[src/rtl/ctrl_pkg.sv]
// rtl/ctrl_pkg.sv - opcodes, state and control-field encodings for the multi-cycle control FSM
package ctrl_pkg;

  localparam logic [5:0] OP_RTYPE = 6'b000000;
  localparam logic [5:0] OP_LW    = 6'b100011;
  localparam logic [5:0] OP_SW    = 6'b101011;
  localparam logic [5:0] OP_ADDI  = 6'b001000;
  localparam logic [5:0] OP_BEQ   = 6'b000100;
  localparam logic [5:0] OP_J     = 6'b000010;

  typedef enum logic [3:0] {
    S_BOOT, S_FETCH, S_DECODE, S_MEM_ADDR, S_MEM_RD, S_MEM_WB, S_MEM_WR,
    S_EXEC_R, S_WB_R, S_EXEC_I, S_WB_I, S_BRANCH, S_JUMP, S_TRAP
  } state_e;

  typedef enum logic [2:0] {
    CLS_RTYPE, CLS_LW, CLS_SW, CLS_ADDI, CLS_BEQ, CLS_J, CLS_ILLEGAL
  } op_class_e;

  localparam logic [1:0] ALUOP_ADD   = 2'b00;
  localparam logic [1:0] ALUOP_RTYPE = 2'b01;
  localparam logic [1:0] ALUOP_CMP   = 2'b10;

  localparam logic [1:0] SRCB_B      = 2'b00;
  localparam logic [1:0] SRCB_FOUR   = 2'b01;
  localparam logic [1:0] SRCB_IMM    = 2'b10;
  localparam logic [1:0] SRCB_IMM_SH = 2'b11;

  localparam logic [1:0] PCSRC_ALU    = 2'b00;
  localparam logic [1:0] PCSRC_ALUOUT = 2'b01;
  localparam logic [1:0] PCSRC_JUMP   = 2'b10;

endpackage

[src/rtl/op_class_decode.sv]
// rtl/op_class_decode.sv - combinational opcode to instruction-class decode
module op_class_decode
  import ctrl_pkg::*;
(
  input  logic [5:0] i_opcode,
  output op_class_e  o_op_class
);

  always_comb begin
    o_op_class = CLS_ILLEGAL;
    case (i_opcode)
      OP_RTYPE: o_op_class = CLS_RTYPE;
      OP_LW:    o_op_class = CLS_LW;
      OP_SW:    o_op_class = CLS_SW;
      OP_ADDI:  o_op_class = CLS_ADDI;
      OP_BEQ:   o_op_class = CLS_BEQ;
      OP_J:     o_op_class = CLS_J;
      default:  o_op_class = CLS_ILLEGAL;
    endcase
  end

endmodule

[src/rtl/multicycle_control.sv]
// rtl/multicycle_control.sv - multi-cycle main control FSM for the MIPS-subset datapath
module multicycle_control
  import ctrl_pkg::*;
#(
  parameter int CNT_W = 32
) (
  input  logic             clk,
  input  logic             rst_n,
  input  logic [5:0]       opcode,
  input  logic             zero,
  input  logic             mem_ready,
  output logic             mem_read,
  output logic             mem_write,
  output logic             iord,
  output logic             ir_write,
  output logic             pc_write,
  output logic             pc_write_cond,
  output logic             reg_write,
  output logic             alu_src_a,
  output logic [1:0]       alu_src_b,
  output logic [1:0]       aluop,
  output logic [1:0]       pc_src,
  output logic             reg_dst,
  output logic             mem_to_reg,
  output logic             illegal_op,
  output logic [CNT_W-1:0] retired
);

  state_e           r_state;
  state_e           w_next;
  logic             r_illegal;
  logic [CNT_W-1:0] r_retired;
  op_class_e        w_class;
  logic             w_retire;
  logic             w_unused_zero;

  // Branch qualification by zero lives in the datapath, not here.
  assign w_unused_zero = zero;

  op_class_decode u_op_class_decode (
    .i_opcode   (opcode),
    .o_op_class (w_class)
  );

  always_ff @(posedge clk or negedge rst_n) begin
    if (!rst_n) begin
      r_state   <= S_BOOT;
      r_illegal <= 1'b0;
      r_retired <= '0;
    end else begin
      r_state <= w_next;
      if (w_next == S_TRAP) r_illegal <= 1'b1;
      if (w_retire) r_retired <= r_retired + CNT_W'(1);
    end
  end

  always_comb begin
    w_next        = r_state;
    w_retire      = 1'b0;
    mem_read      = 1'b0;
    mem_write     = 1'b0;
    iord          = 1'b0;
    ir_write      = 1'b0;
    pc_write      = 1'b0;
    pc_write_cond = 1'b0;
    reg_write     = 1'b0;
    alu_src_a     = 1'b0;
    alu_src_b     = SRCB_B;
    aluop         = ALUOP_ADD;
    pc_src        = PCSRC_ALU;
    reg_dst       = 1'b0;
    mem_to_reg    = 1'b0;
    case (r_state)
      S_BOOT: w_next = S_FETCH;
      S_FETCH: begin
        mem_read  = 1'b1;
        alu_src_b = SRCB_FOUR;
        ir_write  = mem_ready;
        pc_write  = mem_ready;
        if (mem_ready) w_next = S_DECODE;
      end
      S_DECODE: begin
        alu_src_b = SRCB_IMM_SH;
        case (w_class)
          CLS_RTYPE:     w_next = S_EXEC_R;
          CLS_LW, CLS_SW: w_next = S_MEM_ADDR;
          CLS_ADDI:      w_next = S_EXEC_I;
          CLS_BEQ:       w_next = S_BRANCH;
          CLS_J:         w_next = S_JUMP;
          default:       w_next = S_TRAP;
        endcase
      end
      S_EXEC_R: begin
        alu_src_a = 1'b1;
        aluop     = ALUOP_RTYPE;
        w_next    = S_WB_R;
      end
      S_WB_R: begin
        reg_write = 1'b1;
        reg_dst   = 1'b1;
        w_retire  = 1'b1;
        w_next    = S_FETCH;
      end
      S_EXEC_I: begin
        alu_src_a = 1'b1;
        alu_src_b = SRCB_IMM;
        w_next    = S_WB_I;
      end
      S_WB_I: begin
        reg_write = 1'b1;
        w_retire  = 1'b1;
        w_next    = S_FETCH;
      end
      S_MEM_ADDR: begin
        alu_src_a = 1'b1;
        alu_src_b = SRCB_IMM;
        w_next    = (w_class == CLS_SW) ? S_MEM_WR : S_MEM_RD;
      end
      S_MEM_RD: begin
        mem_read = 1'b1;
        iord     = 1'b1;
        if (mem_ready) w_next = S_MEM_WB;
      end
      S_MEM_WB: begin
        reg_write  = 1'b1;
        mem_to_reg = 1'b1;
        w_retire   = 1'b1;
        w_next     = S_FETCH;
      end
      S_MEM_WR: begin
        mem_write = 1'b1;
        iord      = 1'b1;
        w_retire  = mem_ready;
        if (mem_ready) w_next = S_FETCH;
      end
      S_BRANCH: begin
        alu_src_a     = 1'b1;
        aluop         = ALUOP_CMP;
        pc_write_cond = 1'b1;
        pc_src        = PCSRC_ALUOUT;
        w_retire      = 1'b1;
        w_next        = S_FETCH;
      end
      S_JUMP: begin
        pc_write = 1'b1;
        pc_src   = PCSRC_JUMP;
        w_retire = 1'b1;
        w_next   = S_FETCH;
      end
      S_TRAP: w_next = S_TRAP;
      default: w_next = S_BOOT;
    endcase
  end

  assign illegal_op = r_illegal;
  assign retired    = r_retired;

endmodule

[config.mk]
export PLATFORM = sky130hd
export DESIGN_NAME = multicycle_control
export DESIGN_NICKNAME = d
export VERILOG_FILES = /design/src/rtl/ctrl_pkg.sv /design/src/rtl/op_class_decode.sv /design/src/rtl/multicycle_control.sv
export SDC_FILE = /design/constraint.sdc
export NUM_CORES = 1
export LEC_CHECK = 0
export ABC_AREA = 1
export BUFFER_PORTS_ARGS = -buffer_cell sky130_fd_sc_hd__buf_2
export CAP_MARGIN = 40
export CORE_MARGIN = 5
export CORE_UTILIZATION = 35
export CTS_CLUSTER_DIAMETER = 80
export DETAILED_ROUTE_END_ITERATION = 10
export GPL_ROUTABILITY_DRIVEN = 0
export GPL_TIMING_DRIVEN = 0
export PLACE_DENSITY_LB_ADDON = 0.12
export RECOVER_POWER = 25
export SLEW_MARGIN = 20
export SYNTH_ARGS = -nofsm -noshare
export SYNTH_HDL_FRONTEND = slang
export SYNTH_SLANG_ARGS = --single-unit
[constraint.sdc]
create_clock -name clk -period 1.77 [get_ports clk]
set_input_delay 0.177 -clock clk [delete_from_list [all_inputs] [get_ports clk]]
set_output_delay 0.177 -clock clk [all_outputs]
set_load 0.005 [all_outputs]
After elaboration in Yosys (flattened, before gate mapping)
Cells that the tools add are included.

word-level totals
  register bits after elaboration = 37
  bits of input ports = 10
  output and inout port bits = 49
  word-level logic and storage cells = 60

cells by class
  add/sub/neg operators = 1
  equality and inequality tests = 24
  multiplexer cells = 21
  reduce and logical (&&, ||, !) cells = 11

operators by type and width
  kind                     count
  $pmux W4 S9              1
  $add A32 B1 Y32 const B  1
  $eq A4 B4 Y1 const B     7
  $pmux W4 S5              1
  $pmux W3 S6              1
  $eq A4 B3 Y1 const B     4
  $eq A6 B6 Y1 const B     2
  $mux W4                  3
  $mux W1                  9
  $eq A4 B2 Y1 const B     2
  $pmux W2 S2              2
  $reduce_or A2 Y1         4
  $eq A3 B2 Y1 const B     2
  $eq A3 B3 Y1 const B     2
  $eq A6 B2 Y1 const B     1
  $eq A6 B3 Y1 const B     1
  $eq A6 B4 Y1 const B     1
  $logic_not A6 Y1         1
  $pmux W2 S3              1
  $reduce_or A6 Y1         1
  $reduce_or A5 Y1         1
  $eq A4 B1 Y1 const B     1
  $logic_not A4 Y1         1
  $pmux W1 S2              2
  other kinds (5)          5

Longest topological paths before layout
  depth in word-level cells = 7
  mapped depth = 12
  gate-level depth less buffers = 11

Hierarchy
From an unflattened synthesis, not the netlist that was laid out.

unflattened totals
  cells, all modules = 419
  area, all modules = 2660.1 um^2

modules (own cells, without submodules)
  module              times used  cells each  area each (um^2)
  multicycle_control  1           390         2536.2
  op_class_decode     1           29          123.9

Least setup slack after synthesis
No wires, ideal clock.

  kind = register -> register
  from = reg r_retired[0] (netlist: retired[0])
  to = reg r_retired[12] (netlist: retired[12])
  arrival = 1.466 ns
  required time = 1.646 ns
  setup slack = 0.179 ns
  stages on the path, launching flop included = 8
  buffers on the path = 0
  cells stage by stage = dfrtp_1 ha_1 inv_1 nor3_1 nand2_1 nor2_1 nand4_1 xnor2_1

between the ends
  longest elaborated chain between the ends = 1

RTL lines
  item                      line                      text
  start: declaration        multicycle_control.sv:32  logic [CNT_W-1:0] r_retired;
  start signal: assignment  multicycle_control.sv:53  if (w_retire) r_retired <= r_retired + CNT_W'(1);
  $add A32 B1 Y32           multicycle_control.sv:53

Every way passes these cells.
A chain may end at the register's enable or synchronous reset.

Worst setup path after layout
  from = reg r_state[2]
  to = out alu_src_a

between the ends
  longest elaborated chain between the ends = 3

RTL lines
  item                                  line                      text
  start: declaration                    multicycle_control.sv:29  state_e r_state;
  start signal: assignment              multicycle_control.sv:51  r_state <= w_next;
  $eq A4 B4 Y1 (tied with other cells)  multicycle_control.sv:73  case (r_state)
  $reduce_or A4 Y1 (no source line) *   n/a
  $mux W1 *                             multicycle_control.sv:73
  end: declaration                      multicycle_control.sv:19  output logic alu_src_a,

Mark *: on every way between the ends. The rest lies on a longest branch, timed or not.

==> key figures <==
Clocking
  • CTS buffer count: 5
  • Clk_lat worst skew: roughly 0.29 ns
  • CTS H-tree depth: 2
  • CTS tree: done
  • Clock slew seen by the registers of the worst setup and hold paths: around 0.07 ns
  • Root Driver: clkbuf_8
  • Clock sink total: 37
  • Clk buf depth: 2

STA
  • Hold Slack: between 0.2 and 0.3 ns
  • Tightest Pin Transition: 1.11 ns
  • Tmin final: around 1.6 ns
  • Setup Skew: 0.00500 ns
  • Final-report setup violation count: 0
  • Post-layout worst setup margin: between 0.1 and 0.15 ns
  • Fin crit share: 93.1%
  • Slew HR: between 20% and 30%
  • RSZ-0062 raised after global routing: no
  • Final hold viol count: 0
  • Max Slew Vio Count: 0
  • Max Clk Rate: a little over 600 MHz

Setup path
  • Crit path depth: 6
  • CP cell instances: inv_1 > nand2_1 > nor3_2 > nor2_1 > o21ai_0 > buf_2
  • Critical path type: reg2out
  • Top delay family on crit path: flip-flops
  • Slowest stage cell, crit path: dfrtp_2
  • Worst Path Buf+Inv: 2
  • R2r setup slk: between 0.15 and 0.2 ns
  • Worst setup SP type: flip-flop
  • Req. time, crit path: 1.59 ns
  • Critical Path AT: around 1.5 ns
  • Reg2reg path depth: 8
  • Crit path max fanout: 6
  • Endpoint class of the critical path: output port
  • RR Startpoint: retired[0]
  • Worst flop-to-flop path endpoint: retired[16]
  • Critical path's largest stage delay: approximately 0.44 ns

Floorplan
  • Die span in x: roughly 94 µm
  • Die ar.: 0.00892 mm²
  • Row count: 30
  • # IOs: roughly 60
  • Die Ht: 94.5 µm
  • Core Box Area: roughly 0.0069 mm²
  • Initial Utilization: a little over a third

Global routing
  • Number of global-route vias before repair: approximately 2400
  • Gr usage total: about 15%
  • Initial antenna violation count: 0
  • Largest net degree at the start of global routing: 38
  • First-pass GRT wire length: approximately 11000 µm
  • Final global-route overflow total: 0

Logic synthesis
  • Dominant cell by count in the synthesized netlist: nand2_1
  • Synth Instances: around 370
  • Synth Net Count: 385
  • Post-synth top cells: nand2_1 (138), nor2_1 (56), inv_1 (43)
  • FFs w/ async S/R, synth: 100%
  • Predominant post-synthesis flop cell: dfrtp_1
  • Yosys top cell area share: between 30% and 40%
  • Post-synth EDFFs: 0
  • Yosys reg bits: 37
  • Synth area leaders: dfrtp_1 (37%), nand2_1 (21%), nor2_1 (8.4%)
  • Post-Syn Area: ~0.0025 mm²
  • Yosys warns: 0
  • Synth area leader: dfrtp_1
  • Post-synthesis sequential area ratio: 37.1%
  • Mapped Avg Cell Area: ~6.7 µm²
  • Distinct cells, synth: 24

Power
  • Total power: between 0.003 and 0.004 W
  • Switching share of power: between 40% and 50%
  • P_sw: about 0.0013 W
  • Comb power frac: 44.9%
  • P per Cell Area: a little over 1000 mW/mm²
  • Seq pwr share: between 30 and 40%
  • Worst VDD drop: 0.000603 V
  • Clock power frac: 18.9%
  • Leak: about 1.6 nW
  • Int Power: around 0.0018 W

Placed design
  • Post-DP HPWL: a little over 5000 µm
  • I/O Buffers: 57
  • Dpl cell area: 0.00290 mm²
  • Dpl ws: -0.151 ns
  • Dpl cells: 527

Detailed routing
  • Post-DRT Antenna Nets: 0
  • Routed via count: about 2500
  • DRC violations left: 0
  • Avg WL per Cell: 12.1 µm
  • Vias per cell: between 4 and 5
  • Initial drt markers: around 100
  • First drt pass iteration count: 4
  • Post-Route WL: ~6500 µm

Final layout
  • Final Non-Filler Cells: ~540
  • Cell area after layout: 0.00309 mm²
  • Nets: 453
  • Fraction of layout cells with a size suffix above 1: 20.6%
  • N_diodes: 0
  • Area growth, synth to finish: 23.8%

Worst hold path
  • Worst hold endpoint: r_state[3]
  • Hold Path Class: in2reg
  • Worst Hold Depth: 5
  • Hold_sp: opcode[2]

Run
  • # Max-Cap Violations: 0

Run status
  • Outcome: finished clean
==> worst max path at each step <==
stage / end / slack (ns) / start
after floorplan: retired[12] / 0.18 / retired[0]
after global placement: retired[16] / -0.13 / retired[0]
after detailed placement: retired[16] / -0.15 / retired[0]
after CTS: retired[16] / 0.02 / retired[0]
after global routing: alu_src_a / 0.006 / r_state[2]
final: alu_src_a / 0.12 / r_state[2]
==> cells in the final DEF, fill, tap and decap left out, drive strengths merged <==
| cell | count |
|---|---|
| ha | 1 |
| a21oi | 1 |
| inv | 45 |
| nor2 | 58 |
| nand4 | 8 |
| xnor2 | 12 |
| clkbuf | 8 |
| dlygate4sd3 | 1 |
| nand3 | 23 |
| nand3b | 1 |
| buf | 65 |
| o21ai | 8 |
| dfrtp | 37 |
| nand2 | 139 |
| and3 | 1 |
| nor3 | 19 |
| xor2 | 15 |
==> logic make-up after synthesis <==
kind of cell             count (synthesis)  synth area share [%]
flip-flops                              37                  37.1
adder cells (fa/ha/maj)                  1                 0.501
XOR/XNOR                                27                  9.47
buffers and inverters                   51                  9.22
AO/OA/AOI/OAI                            9                  1.95
AND/OR/NAND/NOR                        249                  41.8
==> area by class of cell <==
| cell class | instances | area [µm²] |
|---|---|---|
| flip-flops and latches | 37 | 931 |
| inverters | 45 | 169 |
| fillers | 752 | 3780 |
| well taps | 96 | 120 |
| clock buffers | 7 | 86.3 |
| multi-input cells | 286 | 1390 |
| plain buffers | 6 | 61.3 |
| repair buffers | 61 | 337 |
==> metrics by stage <==
step / setup TNS (ns) / util, %
floorplan: 0 / -
global placement: -0.427 / 42.3
detailed placement: -0.456 / 42.3
CTS: 0 / 43.8
global route: 0 / 45.0
finish: 0 / 45.0
==> flip-flops by register name (all words and copies together) (netlist names) <==
signal / count
retired: 32
r_state: 4
illegal_op: 1
==> worst min-delay path, stage by stage <==
cell and delay, ns:
buf_2 0.11, inv_1 0.05, nand3_1 0.07, nand2_1 0.05, nand3_1 0.07
==> power by group through the flow <==
stage	logic, W	clock network, W	registers (W)
after floorplan	0.000923	0	0.00112
after global placement	0.00137	0	0.00115
after detailed placement	0.00137	0	0.00115
after CTS	0.00139	0.000624	0.00114
after global routing	0.00158	0.000655	0.00117
final	0.00142	0.000600	0.00115
==> routing by layer <==
layer	global-route usage (%)	part of all wire, %
met1	20.0	47
met2	25.4	47
met3	3.03	5.5
met4	3.25	0.88
met5	0	0
==> what timing repair did <==
action	4_1_cts	5_1_grt
hold buffers	0	1
cloned	0	0
buffers inserted	0	2
resized for setup	4	11
setup endpoints to repair	8	18
endpoints found under the hold margin	0	17
No activity file was read; power rests on OpenSTA's default activity.
